$ cat src/rtl/serial_adder_if.sv
// serial_adder_if
//   Handshake/operand bundle for the digit-serial adder.
//   master : requester side  (drives start/sub/a/b/c_in, observes results)
//   slave  : adder side      (observes request, drives busy/done/sum/c_out/overflow)
//   start    request pulse, accepted only while the adder is idle or done
//   sub      0 = add, 1 = subtract (sampled with start)
//   a, b     operands (sampled with start)
//   c_in     carry-in / borrow-in (sampled with start)
//   busy     high while digits are being processed
//   done     one-cycle pulse when the result becomes valid
//   sum      result, held until the next accepted start completes
//   c_out    carry out of the MSB (subtract: 1 = no borrow)
//   overflow two's-complement signed overflow
interface serial_adder_if #(
    parameter int WIDTH = 8
);
    logic             start;
    logic             sub;
    logic [WIDTH-1:0] a;
    logic [WIDTH-1:0] b;
    logic             c_in;
    logic             busy;
    logic             done;
    logic [WIDTH-1:0] sum;
    logic             c_out;
    logic             overflow;

    modport master (
        output start, sub, a, b, c_in,
        input  busy, done, sum, c_out, overflow
    );

    modport slave (
        input  start, sub, a, b, c_in,
        output busy, done, sum, c_out, overflow
    );
endinterface

$ cat src/rtl/serial_adder.sv
// serial_adder
//   Digit-serial add/subtract engine. One DIGIT-bit full-adder slice with a
//   registered carry walks the operands LSB first, one digit per clock.
//   Ports:
//     clk  rising-edge clock
//     rst  asynchronous active-high reset
//     bus  serial_adder_if.slave (start/sub/a/b/c_in in; busy/done/sum/c_out/overflow out)
//   Timing: start accepted in cycle T -> busy T+1..T+N -> done pulse at T+N+1,
//   N = WIDTH/DIGIT. A start in the done cycle begins the next operation.
module serial_adder #(
    parameter int WIDTH = 8,
    parameter int DIGIT = 1
) (
    input  logic           clk,
    input  logic           rst,
    serial_adder_if.slave  bus
);
    localparam int N  = WIDTH / DIGIT;
    localparam int CW = (N > 1) ? $clog2(N) : 1;

    typedef enum logic [1:0] {IDLE, RUN, DONE} state_t;

    state_t           state_q;
    logic [WIDTH-1:0] a_q, b_q, sum_sh_q;
    logic             carry_q;
    logic [CW-1:0]    cnt_q;
    logic             busy_q, done_q, c_out_q, ovf_q;
    logic [WIDTH-1:0] sum_q;

    // Slice outputs for the current digit
    logic [DIGIT-1:0] dsum;
    logic             carry_d;     // carry out of the slice
    logic             cmsb;        // carry into the slice's top bit
    logic [WIDTH-1:0] a_d, b_d, sum_sh_d;
    logic             accept;
    logic             last;

    // Ripple through the DIGIT bits of the slice. The carry into the top bit
    // is kept separately: on the final digit it is the carry into the MSB,
    // which together with the carry out gives signed overflow.
    always_comb begin
        logic c;
        c    = carry_q;
        cmsb = 1'b0;
        dsum = '0;
        for (int i = 0; i < DIGIT; i++) begin
            if (i == DIGIT - 1) cmsb = c;
            dsum[i] = a_q[i] ^ b_q[i] ^ c;
            c       = (a_q[i] & b_q[i]) | (c & (a_q[i] ^ b_q[i]));
        end
        carry_d = c;
    end

    // Operands shift right by a digit; the new digit enters the sum
    // register from the MSB side so it ends up LSB-aligned after N steps.
    always_comb begin
        a_d      = a_q >> DIGIT;
        b_d      = b_q >> DIGIT;
        sum_sh_d = sum_sh_q >> DIGIT;
        sum_sh_d[WIDTH-1 -: DIGIT] = dsum;
    end

    assign accept = bus.start && (state_q == IDLE || state_q == DONE);
    assign last   = (cnt_q == CW'(N - 1));

    always_ff @(posedge clk or posedge rst) begin
        if (rst) begin
            state_q  <= IDLE;
            a_q      <= '0;
            b_q      <= '0;
            sum_sh_q <= '0;
            carry_q  <= 1'b0;
            cnt_q    <= '0;
            busy_q   <= 1'b0;
            done_q   <= 1'b0;
            sum_q    <= '0;
            c_out_q  <= 1'b0;
            ovf_q    <= 1'b0;
        end else begin
            if (state_q == DONE) done_q <= 1'b0;

            if (accept) begin
                // Subtract is a + ~b + ~borrow_in.
                a_q      <= bus.a;
                b_q      <= bus.sub ? ~bus.b : bus.b;
                carry_q  <= bus.sub ^ bus.c_in;
                sum_sh_q <= '0;
                cnt_q    <= '0;
                busy_q   <= 1'b1;
                state_q  <= RUN;
            end else begin
                case (state_q)
                    RUN: begin
                        a_q      <= a_d;
                        b_q      <= b_d;
                        sum_sh_q <= sum_sh_d;
                        carry_q  <= carry_d;
                        cnt_q    <= cnt_q + CW'(1);
                        if (last) begin
                            busy_q  <= 1'b0;
                            done_q  <= 1'b1;
                            sum_q   <= sum_sh_d;
                            c_out_q <= carry_d;
                            ovf_q   <= cmsb ^ carry_d;
                            state_q <= DONE;
                        end
                    end
                    DONE:    state_q <= IDLE;
                    default: state_q <= IDLE;
                endcase
            end
        end
    end

    assign bus.busy     = busy_q;
    assign bus.done     = done_q;
    assign bus.sum      = sum_q;
    assign bus.c_out    = c_out_q;
    assign bus.overflow = ovf_q;
endmodule

$ cat src/flat_wrapper.sv
// flat-port wrapper written by rule: the top's interface ports become plain ports
module serial_adder_flat 
#(
    parameter int WIDTH = 8,
    parameter int DIGIT = 1
)
  (clk, rst, bus_start, bus_sub, bus_a, bus_b, bus_c_in, bus_busy, bus_done, bus_sum, bus_c_out, bus_overflow);
  serial_adder_if #(.WIDTH(WIDTH)) bus_i ();
  input  logic clk;
  input  logic rst;
  input wire logic [$bits(bus_i.start)-1:0] bus_start;
  input wire logic [$bits(bus_i.sub)-1:0] bus_sub;
  input wire logic [$bits(bus_i.a)-1:0] bus_a;
  input wire logic [$bits(bus_i.b)-1:0] bus_b;
  input wire logic [$bits(bus_i.c_in)-1:0] bus_c_in;
  output wire logic [$bits(bus_i.busy)-1:0] bus_busy;
  output wire logic [$bits(bus_i.done)-1:0] bus_done;
  output wire logic [$bits(bus_i.sum)-1:0] bus_sum;
  output wire logic [$bits(bus_i.c_out)-1:0] bus_c_out;
  output wire logic [$bits(bus_i.overflow)-1:0] bus_overflow;
  assign bus_i.start = bus_start;
  assign bus_i.sub = bus_sub;
  assign bus_i.a = bus_a;
  assign bus_i.b = bus_b;
  assign bus_i.c_in = bus_c_in;
  assign bus_busy = bus_i.busy;
  assign bus_done = bus_i.done;
  assign bus_sum = bus_i.sum;
  assign bus_c_out = bus_i.c_out;
  assign bus_overflow = bus_i.overflow;
  serial_adder #(.WIDTH(WIDTH), .DIGIT(DIGIT)) u_core (.clk(clk), .rst(rst), .bus(bus_i));
endmodule
$ cat config.mk
export PLATFORM = sky130hd
export DESIGN_NAME = serial_adder_flat
export DESIGN_NICKNAME = d
export VERILOG_FILES = /design/src/rtl/serial_adder_if.sv /design/src/rtl/serial_adder.sv /design/src/flat_wrapper.sv
export SDC_FILE = /design/constraint.sdc
export NUM_CORES = 1
export LEC_CHECK = 0
export ABC_AREA = 1
export BUFFER_PORTS_ARGS = -buffer_cell sky130_fd_sc_hd__buf_2
export CORE_AREA = 2 2 46 91
export CTS_BUF_LIST = sky130_fd_sc_hd__clkbuf_4
export DETAILED_ROUTE_END_ITERATION = 8
export DIE_AREA = 0 0 48 93
export PLACE_DENSITY_LB_ADDON = 0.15
export SLEW_MARGIN = 20
export SYNTH_ARGS = -nofsm -noshare
export SYNTH_HDL_FRONTEND = slang
export SYNTH_SLANG_ARGS = --single-unit
$ cat constraint.sdc
create_clock -name clk -period 1.46 [get_ports clk]
set_input_delay 0.073 -clock clk [delete_from_list [all_inputs] [get_ports clk]]
set_output_delay 0.073 -clock clk [all_outputs]
set_load 0.05 [all_outputs]
Yosys cells after proc, flatten, opt, wreduce, memory -nomap -nowiden
Cells that the tools add are included.

Flip-flop bits (word level): 42. Bits of input ports: 21. Output and inout port bits: 12. Word-level logic and storage cells: 53.

Reductions and logical operators: 7. Add/subtract/negate cells: 1. Muxes and demuxes: 21. Bitwise logic cells: 9. Eq/ne operators: 4.

Operators by type and width (number): $mux 8 (7); $mux 1 (9); $not 8->8 (1); $mux 2 (3); $mux 3 (2); $reduce_bool 2->1 (2); $xor 1x1->1 (4); $add 3x1->3 const B (1); $eq 3x3->1 const B (1); $ne 3x1->1 const B (1); $reduce_and 3->1 (1); $and 1x1->1 (2); $eq 2x1->1 const B (1); $eq 2x2->1 const B (1); $logic_not 2->1 (1); $reduce_and 2->1 (1); $logic_and 1x1->1 (1); $logic_or 1x1->1 (1); $not 1->1 (1); $or 1x1->1 (1).

Longest topological paths before layout
Gate-level depths: netlist of the first run.

Depth in word-level cells: 5. Gate-level depth with buffers: 7. Depth with buffers taken out: 6.

Least setup slack after synthesis of the first run
No wires, ideal clock.

Kind: flip-flop to flip-flop. Start: register u_core.carry_q. End: register u_core.ovf_q (netlist: u_core.bus.overflow). Period minus slack after synthesis: 1.212 ns. Arrival time: 1.085 ns. Path buffers: 0. Setup time: 0.127 ns. Stages on the path, launching flop included: 4. Slack: 0.248 ns. Required time: 1.333 ns. Path through: dfrtp_1 -> fa_1 -> xnor2_1 -> o21ai_0.

Word-level cells in the longest chain between the ends: 3.

RTL lines: start, declared (RTL line serial_adder.sv:25) `logic carry_q;`; start signal, assigned (RTL line serial_adder.sv:86) `carry_q <= bus.sub ^ bus.c_in;`; start signal, assigned (RTL line serial_adder.sv:97) `carry_q <= carry_d;`; $and 1x1->1 (RTL line serial_adder.sv:49) `c = (a_q[i] & b_q[i]) | (c & (a_q[i] ^ b_q[i]));`; $or 1x1->1 (RTL line serial_adder.sv:49); named net u_core.carry_d (RTL line serial_adder.sv:32) `logic carry_d;`; $xor 1x1->1 (RTL line serial_adder.sv:104) `ovf_q <= cmsb ^ carry_d;`; end signal, assigned (RTL line serial_adder.sv:104); end, declared (RTL line serial_adder.sv:27) `logic busy_q, done_q, c_out_q, ovf_q;`.

The timed path passes the listed nets, and every way through them passes these cells. A chain may end at the register's enable or synchronous reset.

Final worst setup path of the first run
Start: register u_core.cnt_q[0]. End: register u_core.c_out_q (netlist: u_core.bus.c_out).

Word-level cells in the longest chain between the ends: 2.

RTL lines: start, declared (RTL line serial_adder.sv:26) `logic [CW-1:0] cnt_q;`; start signal, assigned (RTL line serial_adder.sv:98) `cnt_q <= cnt_q + CW'(1);`; $eq 3x3->1 (RTL line serial_adder.sv:64) `assign last = (cnt_q == CW'(N - 1));`; $reduce_and 3->1 (no line); end signal, assigned (RTL line serial_adder.sv:103) `c_out_q <= carry_d;`; end, declared (RTL line serial_adder.sv:27).

Every way passes these cells.

==> results by group, run 1 <==
Outcome
  – Status: finished clean

Critical path
  – Crit end category: flip-flop
  – Max Fanout on Critical Path: 14
  – CP endpoint: u_core.bus.c_out
  – CP max stage delay: 410 ps
  – WP data required: 1700 ps
  – Crit start category: flip-flop
  – CP startpoint: u_core.cnt_q[0]
  – R2r endpoint: u_core.bus.c_out
  – Arrival @ worst endpoint: 1530 ps
  – Worst R2R Start: u_core.cnt_q[0]
  – R2r setup slk: 170 ps
  – Crit Path Class: flip-flop to flip-flop
  – Crit-path cells: ha_1, ha_1, nand2_2, buf_12, inv_1, nand2_1, nand2_1
  – Worst Reg-to-Reg Cells: 7
  – Slowest-stage cell, CP: dfrtp_1

Detailed routing
  – First-pass iteration count of the detailed router: 4
  – Initial drt markers: 11
  – Drt total wl: 3470 um
  – Avg WL per Cell: 10.5 um
  – Via density per instance: 4.62
  – ANT nets after route: 0
  – DRC Markers: 0
  – Vias: 1528

Synthesis
  – Register area share after synthesis: 0.548
  – Synth warn: 0
  – Cell count after synthesis: 230
  – Synth Net Count: 254
  – Synthesized flop and latch total: 41
  – Synthesized area: 1870 sq um
  – Post-synthesis cell type count: 21
  – Syn Area/Cell: 8.14 sq um

STA
  – Fin. max-slew vios: 0
  – Slew @ Worst Pin: 495 ps
  – Hold_ws: 14.8 ps
  – Fmax: 774 MHz
  – Crit share post-route: 0.884
  – Layout Skew: 11.8 ps
  – Unrepaired setup endpoints after global routing: no
  – Final hold vios: 0
  – Slew headroom: 0.670
  – Setup Total Neg Slack: 0 ps
  – Tmin final: 1290 ps
  – Final setup violation count: 0

Clocking
  – CTS clk-pin slew, worst paths: 110 ps
  – Clock Path Buffers: 2
  – Setup Buffers After CTS: 0
  – Root buffer cell: clkbuf_4
  – Number of H-tree levels: 2
  – Sink Count: 41
  – Post-CTS resize count: 0
  – CTS buffer count: 5
  – Clock tree from TritonCTS: built
  – Clk_lat worst skew: 350 ps

Power and ir drop
  – Combinational share of power: 0.471
  – Int Pwr: 2790 uW
  – PwrDens: 2160 nW/um^2
  – Power, Total: 4970 uW
  – Net Sw Frac: 0.438
  – Sequential share of power: 0.385
  – Pleak: 0.00128 uW
  – Clock Power Share: 0.144
  – Max VDD drop: 1.10 mV
  – Switching power total: 2170 uW

Place
  – Final HPWL DP: 2430 um
  – Placed cell count: 313
  – Area after DPL: 2120 sq um
  – RePlAce Congestion: 0.720
  – IO buf count: 32

Layout
  – Layout area overhead: 22.8%
  – Final non-filler cell total: 331
  – Nets: 303
  – Share of cells above drive strength 1: 0.189
  – Design Area, Final: 2300 sq um
  – FILL cells: 373
  – Antenna Cells: 0

Global route
  – GRT busiest layer: met2
  – Routing usage on met2: 0.317
  – Largest net degree at the start of global routing: 42
  – Gr usage total: 0.187
  – GRT Residual Overflow: 0
  – Global-route wire length before repair: 6160 um
  – Initial antenna violation count: 0
  – Met1 GRT Util: 0.217
  – Met3 Use GR: 0.0405
  – Number of global-route vias before repair: 1483

Die
  – Die H: 93 um
  – Total core area: 3800 sq um
  – Row cnt: 32
  – Initial cell density of the core: 0.492
  – IO Count: 33
  – Die width: 48 um
  – Die Area: 4460 sq um

Job
  – MaxCap Viol Count: 0

Min path
  – Hold path start: bus_b[4]
  – Hold Path Stages: 4
  – Hold Crit Class: input pin to flip-flop
-- registers in the layout, indices dropped and copies added, names as in the netlist --
signal	flops
u_core.bus.sum	8
u_core.carry_q	1
u_core.bus.overflow	1
u_core.a_q	8
u_core.cnt_q	3
u_core.sum_sh_q	7
u_core.bus.c_out	1
u_core.bus.busy	1
u_core.bus.done	1
u_core.b_q	8
u_core.state_q	2
-- worst max-delay path: cells and delay by family, from the launching register on --
family,cells,cell delay (ps)
flip-flops,1,410
adder cells (fa/ha/maj),2,410
AND/OR/NAND/NOR,3,190
buffers and inverters,2,190
-- area by class of cell --
class,count,area [sq um],share of cell area
inverter,31,116,0.0506
multi-input combinational,150,683,0.297
timing repair buffer,50,333,0.145
sequential,41,1030,0.446
clock inverter,2,33.8,0.0147
clock buffer,6,45.0,0.0196
tap,51,63.8,0.0277
-- power by group through the flow --
| stage | Sequential (uW) | Combinational (uW) | Clock [uW] |
|---|---|---|---|
| floorplan | 2410 | 1290 | 0 |
| global placement | 1920 | 2310 | 0 |
| detailed placement | 1940 | 2350 | 0 |
| CTS | 1910 | 2380 | 748 |
| global route | 1980 | 2660 | 789 |
| finish | 1910 | 2340 | 717 |
-- synthesized netlist by cell type (all sizes together) --
cell type	instances	share of area
a21oi	1	0.0027
buf	7	0.023
clkbuf	1	0.0020
dfrtp	41	0.55
fa	1	0.011
ha	2	0.013
inv	31	0.062
nand2	105	0.22
nand3	13	0.035
nor2	3	0.010
o21ai	15	0.040
o22ai	7	0.023
or2	1	0.0033
xnor2	2	0.0094
-- placed cells by master, fill, tap and decap left out --
master	instances
a21oi_1	1
buf_12	1
buf_2	32
buf_4	7
bufinv_16	1
clkbuf_4	6
clkinv_1	1
dfrtp_1	41
dlygate4sd3_1	10
fa_1	1
ha_1	2
inv_1	30
inv_2	1
nand2_1	102
nand2_2	2
nand2_4	1
nand3_1	13
nor2_1	2
nor2_4	1
o21ai_0	12
o21ai_1	3
o22ai_1	7
or2_2	1
xnor2_1	2
-- what timing repair did --
action	CTS	global route
setup endpoints to repair	0	0
hold endpoints to repair	50	0
hold buffers	10	0
-- how the worst min path moves through the flow --
| stage | endpoint | slack (ps) |
|---|---|---|
| after floorplan | u_core.a_q[7] | 190 |
| after global placement | u_core.sum_sh_q[6] | 230 |
| after detailed placement | u_core.bus.sum[7] | 220 |
| after CTS | u_core.b_q[4] | 4 |
| after global routing | u_core.bus.busy | 50 |
| final | u_core.b_q[4] | 10 |
-- routing by layer --
layer  part of all wire  wire, um
met5                  0         0
met4              0.018        64
met3              0.029       100
met2               0.53      1830
met1               0.42      1470
-- logic make-up (layout without fill, tap and decap cells) --
kind of cell,after synthesis,in the layout,share of synthesized area
flops,41,41,0.548
compound gates,23,23,0.0661
xor+xnor,2,2,0.00935
buf+inv,39,89,0.0875
fa+ha+maj,3,3,0.0240
simple gates,122,122,0.265
-- through the flow --
stage / utilization / setup WS (ps)
floorplan: - / 248
global placement: 0.558 / 168
detailed placement: 0.558 / 181
CTS: 0.605 / 155
global route: 0.605 / 80.9
finish: 0.605 / 169
Power figures use the tool's default switching activity.
==> run 2: changes to the inputs <==
Settings changed: CORE_AREA 2 2 46 91 to 2 2 89 48, DIE_AREA 0 0 48 93 to 0 0 91 50.
==> run 2 against run 1 <==
  * Sequential share of layout area up 1.1 points
  * Clock-buffer cell count up 2
  * Worst hold slack worse by 0.98 ps
==> results by group, run 2 (synthesis gave the netlist of run 1 again) <==
STA
  – Tmin final: 1290 ps
  – Unrepaired setup endpoints after global routing: no
  – Slew headroom: 0.666
  – Setup Total Neg Slack: 0 ps
  – Hold_ws: 13.9 ps
  – Slew @ Worst Pin: 501 ps
  – Crit share post-route: 0.887
  – Final setup violation count: 0
  – Final hold vios: 0
  – Fin. max-slew vios: 0
  – Layout Skew: 7.34 ps
  – Fmax: 772 MHz

Layout
  – Layout area overhead: 19.9%
  – Antenna Cells: 0
  – Nets: 299
  – Share of cells above drive strength 1: 0.196
  – FILL cells: 368
  – Multi-input logic area: 683 sq um
  – Reg area: 1030 sq um
  – Leading cell type in the layout, fill and taps excluded: nand2_1
  – Most frequent cells in the layout: 102 x nand2_1, 41 x dfrtp_1, 32 x buf_2
  – Final Util: 0.597

Critical path
  – Slowest-stage cell, CP: dfrtp_1
  – Most common cell on crit path: ha_1
  – Crit Path Class: flip-flop to flip-flop
  – R2r endpoint: u_core.bus.sum[1]
  – Cell count along the critical path: 6
  – CP max stage delay: 420 ps
  – Crit path buffers/inverters: 1
  – Crit end category: flip-flop
  – Max Fanout on Critical Path: 21
  – WP data required: 1710 ps
  – Worst R2R Start: u_core.cnt_q[0]
  – CP startpoint: u_core.cnt_q[0]
  – CP endpoint: u_core.bus.sum[1]
  – R2r setup slk: 170 ps
  – Crit start category: flip-flop
  – Worst Reg-to-Reg Cells: 6
  – Top Family by Delay on Critical Path: flip-flops
  – Arrival @ worst endpoint: 1550 ps
  – Crit-path cells: ha_1, ha_1, nand2_2, buf_12, nand2_1, o21ai_0

Global route
  – GRT Residual Overflow: 0
  – Number of global-route vias before repair: 1412
  – Gr usage total: 0.187
  – Largest net degree at the start of global routing: 42
  – Global-route wire length before repair: 6590 um
  – Initial antenna violation count: 0

Clocking
  – Number of H-tree levels: 2
  – Setup Buffers After CTS: 0
  – Clk_lat worst skew: 330 ps
  – CTS buffer count: 5
  – Clock Path Buffers: 2
  – Sink Count: 41
  – Clock tree from TritonCTS: built
  – CTS clk-pin slew, worst paths: 110 ps
  – Root buffer cell: clkbuf_4

Power and ir drop
  – PwrDens: 2170 nW/um^2
  – Power, Total: 4880 uW
  – Pleak: 0.00126 uW
  – Max VDD drop: 1.01 mV

Die
  – Die Area: 4550 sq um
  – Total core area: 3760 sq um
  – Row cnt: 16
  – IO Count: 33
  – Die width: 91 um
  – Initial cell density of the core: 0.498
  – Die H: 50 um

Place
  – Final HPWL DP: 2590 um
  – RePlAce Congestion: 0.787
  – IO buf count: 32

Outcome
  – Status: finished clean

Min path
  – Hold path start: bus_a[3]
  – Hold Crit Class: input pin to flip-flop

Detailed routing
  – DRC Markers: 0
  – Drt total wl: 3730 um
  – Avg WL per Cell: 11.3 um
  – First-pass iteration count of the detailed router: 4
  – Via density per instance: 4.51
  – Initial drt markers: 43
  – ANT nets after route: 0
  – Vias: 1488

Job
  – MaxCap Viol Count: 0
## run 2: cell types whose count changed in the layout (fill, tap and decap cells not counted), sizes merged
cell,before,now
dlygate4sd3,10,6
clkbuf,6,8
bufinv,1,0
clkinv,1,0
## run 2: metal layers
layer  vias to the layer above  share of wire  global-route usage
li1                        793              -                   -
met1                       669           0.56               0.280
met2                        24           0.39               0.262
met3                         2          0.044              0.0550
met4                         0         0.0046              0.0530
met5                         -              0                   0
## run 2: worst min-delay path by stage
stage / endpoint / slack [ps] / cells past startpoint
after detailed placement: u_core.bus.sum[6] / 230 / 3
after CTS: u_core.a_q[1] / 1 / 5
final: u_core.a_q[3] / 10 / 5
after floorplan: u_core.a_q[7] / 190 / 2
after global routing: u_core.a_q[1] / 2 / 5
after global placement: u_core.bus.sum[5] / 230 / 3
## run 2: final cells by class
type	instances	share of cell area
Sequential cell	41	0.457
Multi-Input combinational cell	150	0.304
Timing Repair Buffer	46	0.130
Inverter	31	0.0518
Tap cell	54	0.0301
Clock buffer	8	0.0267
## run 2: what timing repair did
| action | 4_1_cts | 5_1_grt |
|---|---|---|
| hold buffers | 6 | 0 |
| hold endpoints to repair | 46 | 0 |
| resized for setup | 0 | 0 |
## run 2: worst min-delay path, delay by kind of cell
family	cells	cell delay, ps
buf+inv	2	100
simple gates	3	140
## run 2: stage by stage
stage | cells | setup WS (ps) | cell area [sq um]
global placement | 316 | 192 | 2130
CTS | 330 | 162 | 2250
finish | 330 | 165 | 2250
floorplan | 230 | 248 | 1870
detailed placement | 316 | 196 | 2130
global route | 330 | 30.7 | 2250
## run 2: where the power goes
group | switching (uW) | internal (uW) | leakage [uW]
Sequential | 268 | 1650 | 0.000510
Clock | 341 | 248 | 0.0000368
Combinational | 1600 | 773 | 0.000713
Total | 2210 | 2670 | 0.00126
